===== src/rtl/vx_stream_wrr_arb.sv =====
// Weighted round-robin packet arbiter: merges NUM_INPUTS valid/ready streams onto one output, never interleaving packets.
// Latency: exactly 1 cycle from an accepted input beat to the registered output.
// Backpressure: only the selected input sees ready_in, and only while the output register can accept (empty or draining).
module vx_stream_wrr_arb #(
    parameter int NUM_INPUTS = 4,
    parameter int DATAW      = 32,
    parameter int WEIGHTW    = 4,
    localparam int SELW      = (NUM_INPUTS > 1) ? $clog2(NUM_INPUTS) : 1
) (
    input  logic                                 clk,
    input  logic                                 reset,
    input  logic [NUM_INPUTS-1:0]                valid_in,
    input  logic [NUM_INPUTS-1:0][DATAW-1:0]     data_in,
    input  logic [NUM_INPUTS-1:0]                last_in,
    output logic [NUM_INPUTS-1:0]                ready_in,
    input  logic [NUM_INPUTS-1:0][WEIGHTW-1:0]   weights,
    output logic                                 valid_out,
    output logic [DATAW-1:0]                     data_out,
    output logic                                 last_out,
    output logic [SELW-1:0]                      sel_out,
    input  logic                                 ready_out
);

    typedef enum logic {IDLE, LOCKED} state_t;

    state_t             state, state_n;
    logic [SELW-1:0]    g, g_n;
    logic [SELW-1:0]    ptr, ptr_n;
    logic [WEIGHTW-1:0] cred, cred_n;
    logic               at_bound, at_bound_n;   // last accepted beat of g closed a packet

    logic [SELW-1:0]    idle_sel;
    logic [SELW-1:0]    sel;
    logic               any_valid;
    logic               can_accept;
    logic               sel_valid;
    logic               sel_last;
    logic               fire;
    logic [WEIGHTW-1:0] load_cred;

    // Index following i, wrapping at NUM_INPUTS
    function automatic logic [SELW-1:0] next_idx(input logic [SELW-1:0] i);
        int n;
        n = int'(i) + 1;
        if (n >= NUM_INPUTS) n = 0;
        return n[SELW-1:0];
    endfunction

    // Rotating-priority search for the IDLE candidate, starting at ptr
    always_comb begin
        idle_sel  = ptr;
        any_valid = 1'b0;
        for (int k = 0; k < NUM_INPUTS; k++) begin
            int              idx;
            logic [SELW-1:0] idx_s;
            idx   = (int'(ptr) + k) % NUM_INPUTS;
            idx_s = idx[SELW-1:0];
            if (!any_valid && valid_in[idx_s]) begin
                any_valid = 1'b1;
                idle_sel  = idx_s;
            end
        end
    end

    // Selected input, its handshake signals and its credit load value
    always_comb begin
        sel        = (state == LOCKED) ? g : idle_sel;
        can_accept = !valid_out || ready_out;
        sel_valid  = valid_in[sel];
        sel_last   = last_in[sel];
        load_cred  = (weights[sel] == '0) ? WEIGHTW'(1) : weights[sel];
    end

    // FSM outputs: one-hot ready to the selected input and the resulting transfer
    always_comb begin
        ready_in = '0;
        if (!reset && can_accept && (state == LOCKED || any_valid)) begin
            ready_in[sel] = 1'b1;
        end
        fire = ready_in[sel] && sel_valid;
    end

    // FSM next state: grant on first beat, spend credit on packet ends, release on exhaustion or idle boundary
    always_comb begin
        state_n    = state;
        g_n        = g;
        ptr_n      = ptr;
        cred_n     = cred;
        at_bound_n = at_bound;
        case (state)
            IDLE: begin
                if (fire) begin
                    g_n        = sel;
                    at_bound_n = sel_last;
                    if (sel_last) begin
                        cred_n = load_cred - WEIGHTW'(1);
                        if (load_cred == WEIGHTW'(1)) begin
                            ptr_n = next_idx(sel);
                        end else begin
                            state_n = LOCKED;
                        end
                    end else begin
                        cred_n  = load_cred;
                        state_n = LOCKED;
                    end
                end
            end
            LOCKED: begin
                if (fire) begin
                    at_bound_n = sel_last;
                    if (sel_last) begin
                        cred_n = cred - WEIGHTW'(1);
                        if (cred == WEIGHTW'(1)) begin
                            state_n = IDLE;
                            ptr_n   = next_idx(g);
                        end
                    end
                end else if (at_bound && !sel_valid) begin
                    // Granted input has nothing more to send: give up the rest of its credit
                    state_n = IDLE;
                    ptr_n   = next_idx(g);
                end
            end
            default: state_n = IDLE;
        endcase
    end

    // FSM state register
    always_ff @(posedge clk) begin
        if (reset) begin
            state    <= IDLE;
            g        <= '0;
            ptr      <= '0;
            cred     <= '0;
            at_bound <= 1'b0;
        end else begin
            state    <= state_n;
            g        <= g_n;
            ptr      <= ptr_n;
            cred     <= cred_n;
            at_bound <= at_bound_n;
        end
    end

    // Output register: fills on a transfer, empties when drained without refill, holds while stalled
    always_ff @(posedge clk) begin
        if (reset) begin
            valid_out <= 1'b0;
            data_out  <= '0;
            last_out  <= 1'b0;
            sel_out   <= '0;
        end else if (can_accept) begin
            valid_out <= fire;
            if (fire) begin
                data_out <= data_in[sel];
                last_out <= sel_last;
                sel_out  <= sel;
            end
        end
    end

endmodule


===== config.mk =====
export PLATFORM = sky130hd
export DESIGN_NAME = vx_stream_wrr_arb
export DESIGN_NICKNAME = d
export VERILOG_FILES = /design/src/rtl/vx_stream_wrr_arb.sv
export SDC_FILE = /design/constraint.sdc
export NUM_CORES = 1
export LEC_CHECK = 0
export BUFFER_PORTS_ARGS = -buffer_cell sky130_fd_sc_hd__buf_2
export CAP_MARGIN = 0
export CORE_ASPECT_RATIO = 0.8
export CORE_UTILIZATION = 25
export CTS_CLUSTER_DIAMETER = 120
export CTS_CLUSTER_SIZE = 14
export DETAILED_ROUTE_END_ITERATION = 6
export GPL_ROUTABILITY_DRIVEN = 0
export SLEW_MARGIN = 15
export SYNTH_ARGS = -nofsm -noshare
export SYNTH_HDL_FRONTEND = slang
export SYNTH_SLANG_ARGS = --single-unit

===== constraint.sdc =====
create_clock -name clk -period 11.45 [get_ports clk]
set_clock_uncertainty 0.05 [all_clocks]
set_input_delay 2.29 -clock clk [delete_from_list [all_inputs] [get_ports clk]]
set_output_delay 2.29 -clock clk [all_outputs]
set_load 0.03 [all_outputs]

==> flow_metrics.tcl <==
set metrics [dict create \
    critPathSlowestCell "buf_4" \
    postCtsHoldBufs 0 \
    seqPwrFrac_pct 33.0 \
    die_area_mm2 0.0141 \
    grt_pass1_vias 3705 \
    grt_max_degree 83 \
    ys_seq_area_share_pct 26.9 \
    relSlewSlack_pct 41.4 \
    syn_to_final_growth_pct 34.3 \
    switchingPower_mw 0.231 \
    swShare_pct 39.6 \
    syn_area_per_cell_um2 6.75 \
    ys_types 55 \
    combPwrFrac_pct 43.2 \
    critPathKind "in2out" \
    status "finished clean" \
    root_buffer "clkbuf_16" \
    hold_path.class "reg2reg" \
    max_cap_violations 0 \
    max_stage_delay_ns 0.70 \
    synth_edf_count 0 \
    antennaDiodeCount 0 \
    clk_pin_slew_ns 0.06 \
    period_needed_ns 7.02 \
    tightest_slew_ns 0.879 \
    drv_slew 0 \
    track_usage_pct 15.5 \
    powerDensity_mw_per_mm2 127 \
    finalNetCount 829 \
    cp_common_cell "buf_2" \
    path_cells "buf_2, nor2b_4, o21a_1, o41ai_4, buf_4, inv_2, ha_1, and2_1, buf_2" \
    yosys_warnings 0 \
    drt-initial-drc-count 309 \
    ys.flop_type "dfxtp_1" \
    rrSetupSlack_ns 6.87 \
    netlist_area_mm2 0.00342 \
    grt_pass1_wl_um 18000 \
    critPathMaxFanout 82 \
    cts_buffers 5 \
    final-instance-count-excl-fill 843 \
    ir_drop_uv 53.2 \
    path_delay_family "buffers and inverters" \
    fin_setup_tns_ns 0 \
    rows 37 \
    cell_internal_pwr_mw 0.351 \
    hold_viol 0 \
    die_y_um 107 \
    die_w_um 133 \
    synth_cells 506 \
    fin_ws_ns 4.43 \
    final_antenna_net_count 0 \
    first_pass_iters 7 \
    max_freq_mhz 142 \
    antenna_found_initial 0 \
    wl_per_cell_um 13.3 \
    synthArstFlopShare_pct 0 \
    cp-end-kind "output pin" \
    pre_cts_ws_ns 4.43 \
    clock-sinks 46 \
    rsz0062_at_grt "no" \
    cts_tree "yes" \
    via_count 4057 \
    finalWirelength_um 11200 \
    ys_seq_elements 46 \
    remaining_drc_errors 0 \
    clockPowerShare_pct 23.8 \
    drive_gt1_share_pct 32.3 \
    ios 195 \
    dp_hpwl_um 8030 \
    initial_core_util_pct 26.1 \
    clock_latency_ns 0.28 \
    dp_cells 836 \
    syn-num-nets 667 \
    worstPathRequired_ns 9.11 \
    setup-violations-final 0 \
    cts_max_level 2 \
    numPortBuffers 194 \
    final_util_pct 35.0 \
    nFillCells 1434 \
    post_cts_buffers 0 \
    core_area_mm2 0.0131 \
    arrival_ns 4.68 \
    overflow 0 \
    power_mw 0.582 \
    critPathLaunchType "input port" \
    cellLeakagePower_nw 2.20 \
    period_share_pct 61.3 \
    cts_resized 0 \
    path_buf_inv 4 \
    clockBufferDepth 2 \
    via_per_inst 4.81 \
]
==> layer usage <==
metal | up-vias | global-route usage (%) | wire [um]
met5 | - | 0 | 0
met4 | 0 | 3.37 | 91
met3 | 9 | 3.64 | 855
met2 | 157 | 24.9 | 4870
met1 | 1780 | 20.9 | 5370
li1 | 2111 | - | -
==> flip-flops by register name, summed over array words and instances, names as in the netlist <==
| signal | flops |
|---|---|
| sel_out | 2 |
| cred | 4 |
| g | 2 |
| at_bound | 1 |
| ptr | 2 |
| valid_out | 1 |
| data_out | 32 |
| state | 1 |
| last_out | 1 |
==> cells by family after synthesis <==
logic type,share of synthesized area [%]
AO/OA/AOI/OAI,26.1
flip-flops,26.9
adder cells (fa/ha/maj),2.20
multiplexers,2.42
AND/OR/NAND/NOR,35.7
buffers and inverters,6.41
XOR/XNOR,0.256
==> cell type report <==
type | count | area [um2] | area share [%]
timing repair buffer | 198 | 1000 | 21.8
clock buffer | 6 | 129 | 2.81
clock inverter | 1 | 7.51 | 0.164
sequential | 46 | 921 | 20.1
inverter | 9 | 33.8 | 0.736
multi-input combinational | 408 | 2280 | 49.6
tap | 175 | 219 | 4.77
==> final timing paths <==
path / from / end / cells after the start
hold reg to reg: data_out[6] / data_out[6] / 2
hold / removal: data_out[6] / data_out[6] / 2
setup reg to reg: state / ptr[0] / 12
setup / recovery: valid_in[2] / ready_in[2] / 9
==> tightest hold or removal path, stage by stage, from the launching register on <==
cell and delay, ns:
dfxtp_1 0.32, a21oi_1 0.06, nor2_1 0.07
==> metrics by stage <==
stage               hold WS [ns]  cell area, um2
floorplan                  0.407            3420
global placement           0.412            4450
detailed placement         0.421            4450
CTS                        0.436            4590
global route               0.457            4590
finish                     0.429            4590
==> synth_stat cells (2+ instances only) <==
| cell | count | share of area [%] |
|---|---|---|
| o31a_1 | 2 | 0.51 |
| nand2_1 | 143 | 16 |
| dfxtp_1 | 46 | 27 |
| mux2i_1 | 6 | 1.8 |
| nor3_1 | 6 | 0.88 |
| or4_1 | 3 | 0.66 |
| clkbuf_1 | 28 | 3.1 |
| nand2b_1 | 7 | 1.3 |
| a21o_1 | 3 | 0.66 |
| a31oi_1 | 3 | 0.55 |
| a21oi_1 | 46 | 6.7 |
| inv_1 | 7 | 0.77 |
| or3_1 | 3 | 0.55 |
| buf_6 | 2 | 0.66 |
| buf_1 | 6 | 0.66 |
| o21ai_0 | 6 | 0.88 |
| nor2_1 | 49 | 5.4 |
| o311a_1 | 2 | 0.59 |
| nor4_1 | 2 | 0.37 |
| o211ai_1 | 3 | 0.66 |
| o21a_1 | 2 | 0.44 |
| a32o_1 | 3 | 0.88 |
| nand3_1 | 9 | 1.3 |
| a311oi_1 | 32 | 8.2 |
| nor2b_1 | 3 | 0.55 |
| a211oi_1 | 2 | 0.44 |
| and3_1 | 33 | 6.0 |
| a22oi_1 | 2 | 0.44 |
| buf_2 | 7 | 1.0 |
| ha_1 | 6 | 2.2 |
| and2_1 | 6 | 1.1 |
| a31o_2 | 2 | 0.51 |
| a221oi_1 | 4 | 1.0 |
==> power groups by stage <==
| stage | clock [mW] | combinational (mW) | sequential (mW) |
|---|---|---|---|
| after floorplan | 0 | 0.154 | 0.218 |
| after global placement | 0 | 0.253 | 0.195 |
| after detailed placement | 0 | 0.253 | 0.195 |
| after CTS | 0.145 | 0.254 | 0.192 |
| after global routing | 0.151 | 0.282 | 0.194 |
| final | 0.139 | 0.251 | 0.192 |
==> layout by cell type (no fill, tap or decap), types with 3 or more instances in the layout <==
| master | instances |
|---|---|
| buf_2 | 194 |
| nand2_1 | 143 |
| nor2_1 | 49 |
| a21oi_1 | 46 |
| dfxtp_1 | 46 |
| and3_1 | 33 |
| a311oi_1 | 32 |
| nand3_1 | 9 |
| nand2b_1 | 7 |
| and2_1 | 6 |
| inv_1 | 6 |
| nor3_1 | 6 |
| mux2i_1 | 6 |
| o21ai_0 | 6 |
| ha_1 | 6 |
| clkbuf_16 | 5 |
| a221oi_1 | 4 |
| buf_4 | 4 |
| nor2b_1 | 3 |
| or4_1 | 3 |
| a21o_1 | 3 |
| a32o_1 | 3 |
| a31oi_1 | 3 |
| o211ai_1 | 3 |
| or3_1 | 3 |
Note: power is estimated with default switching activity, not from simulation.
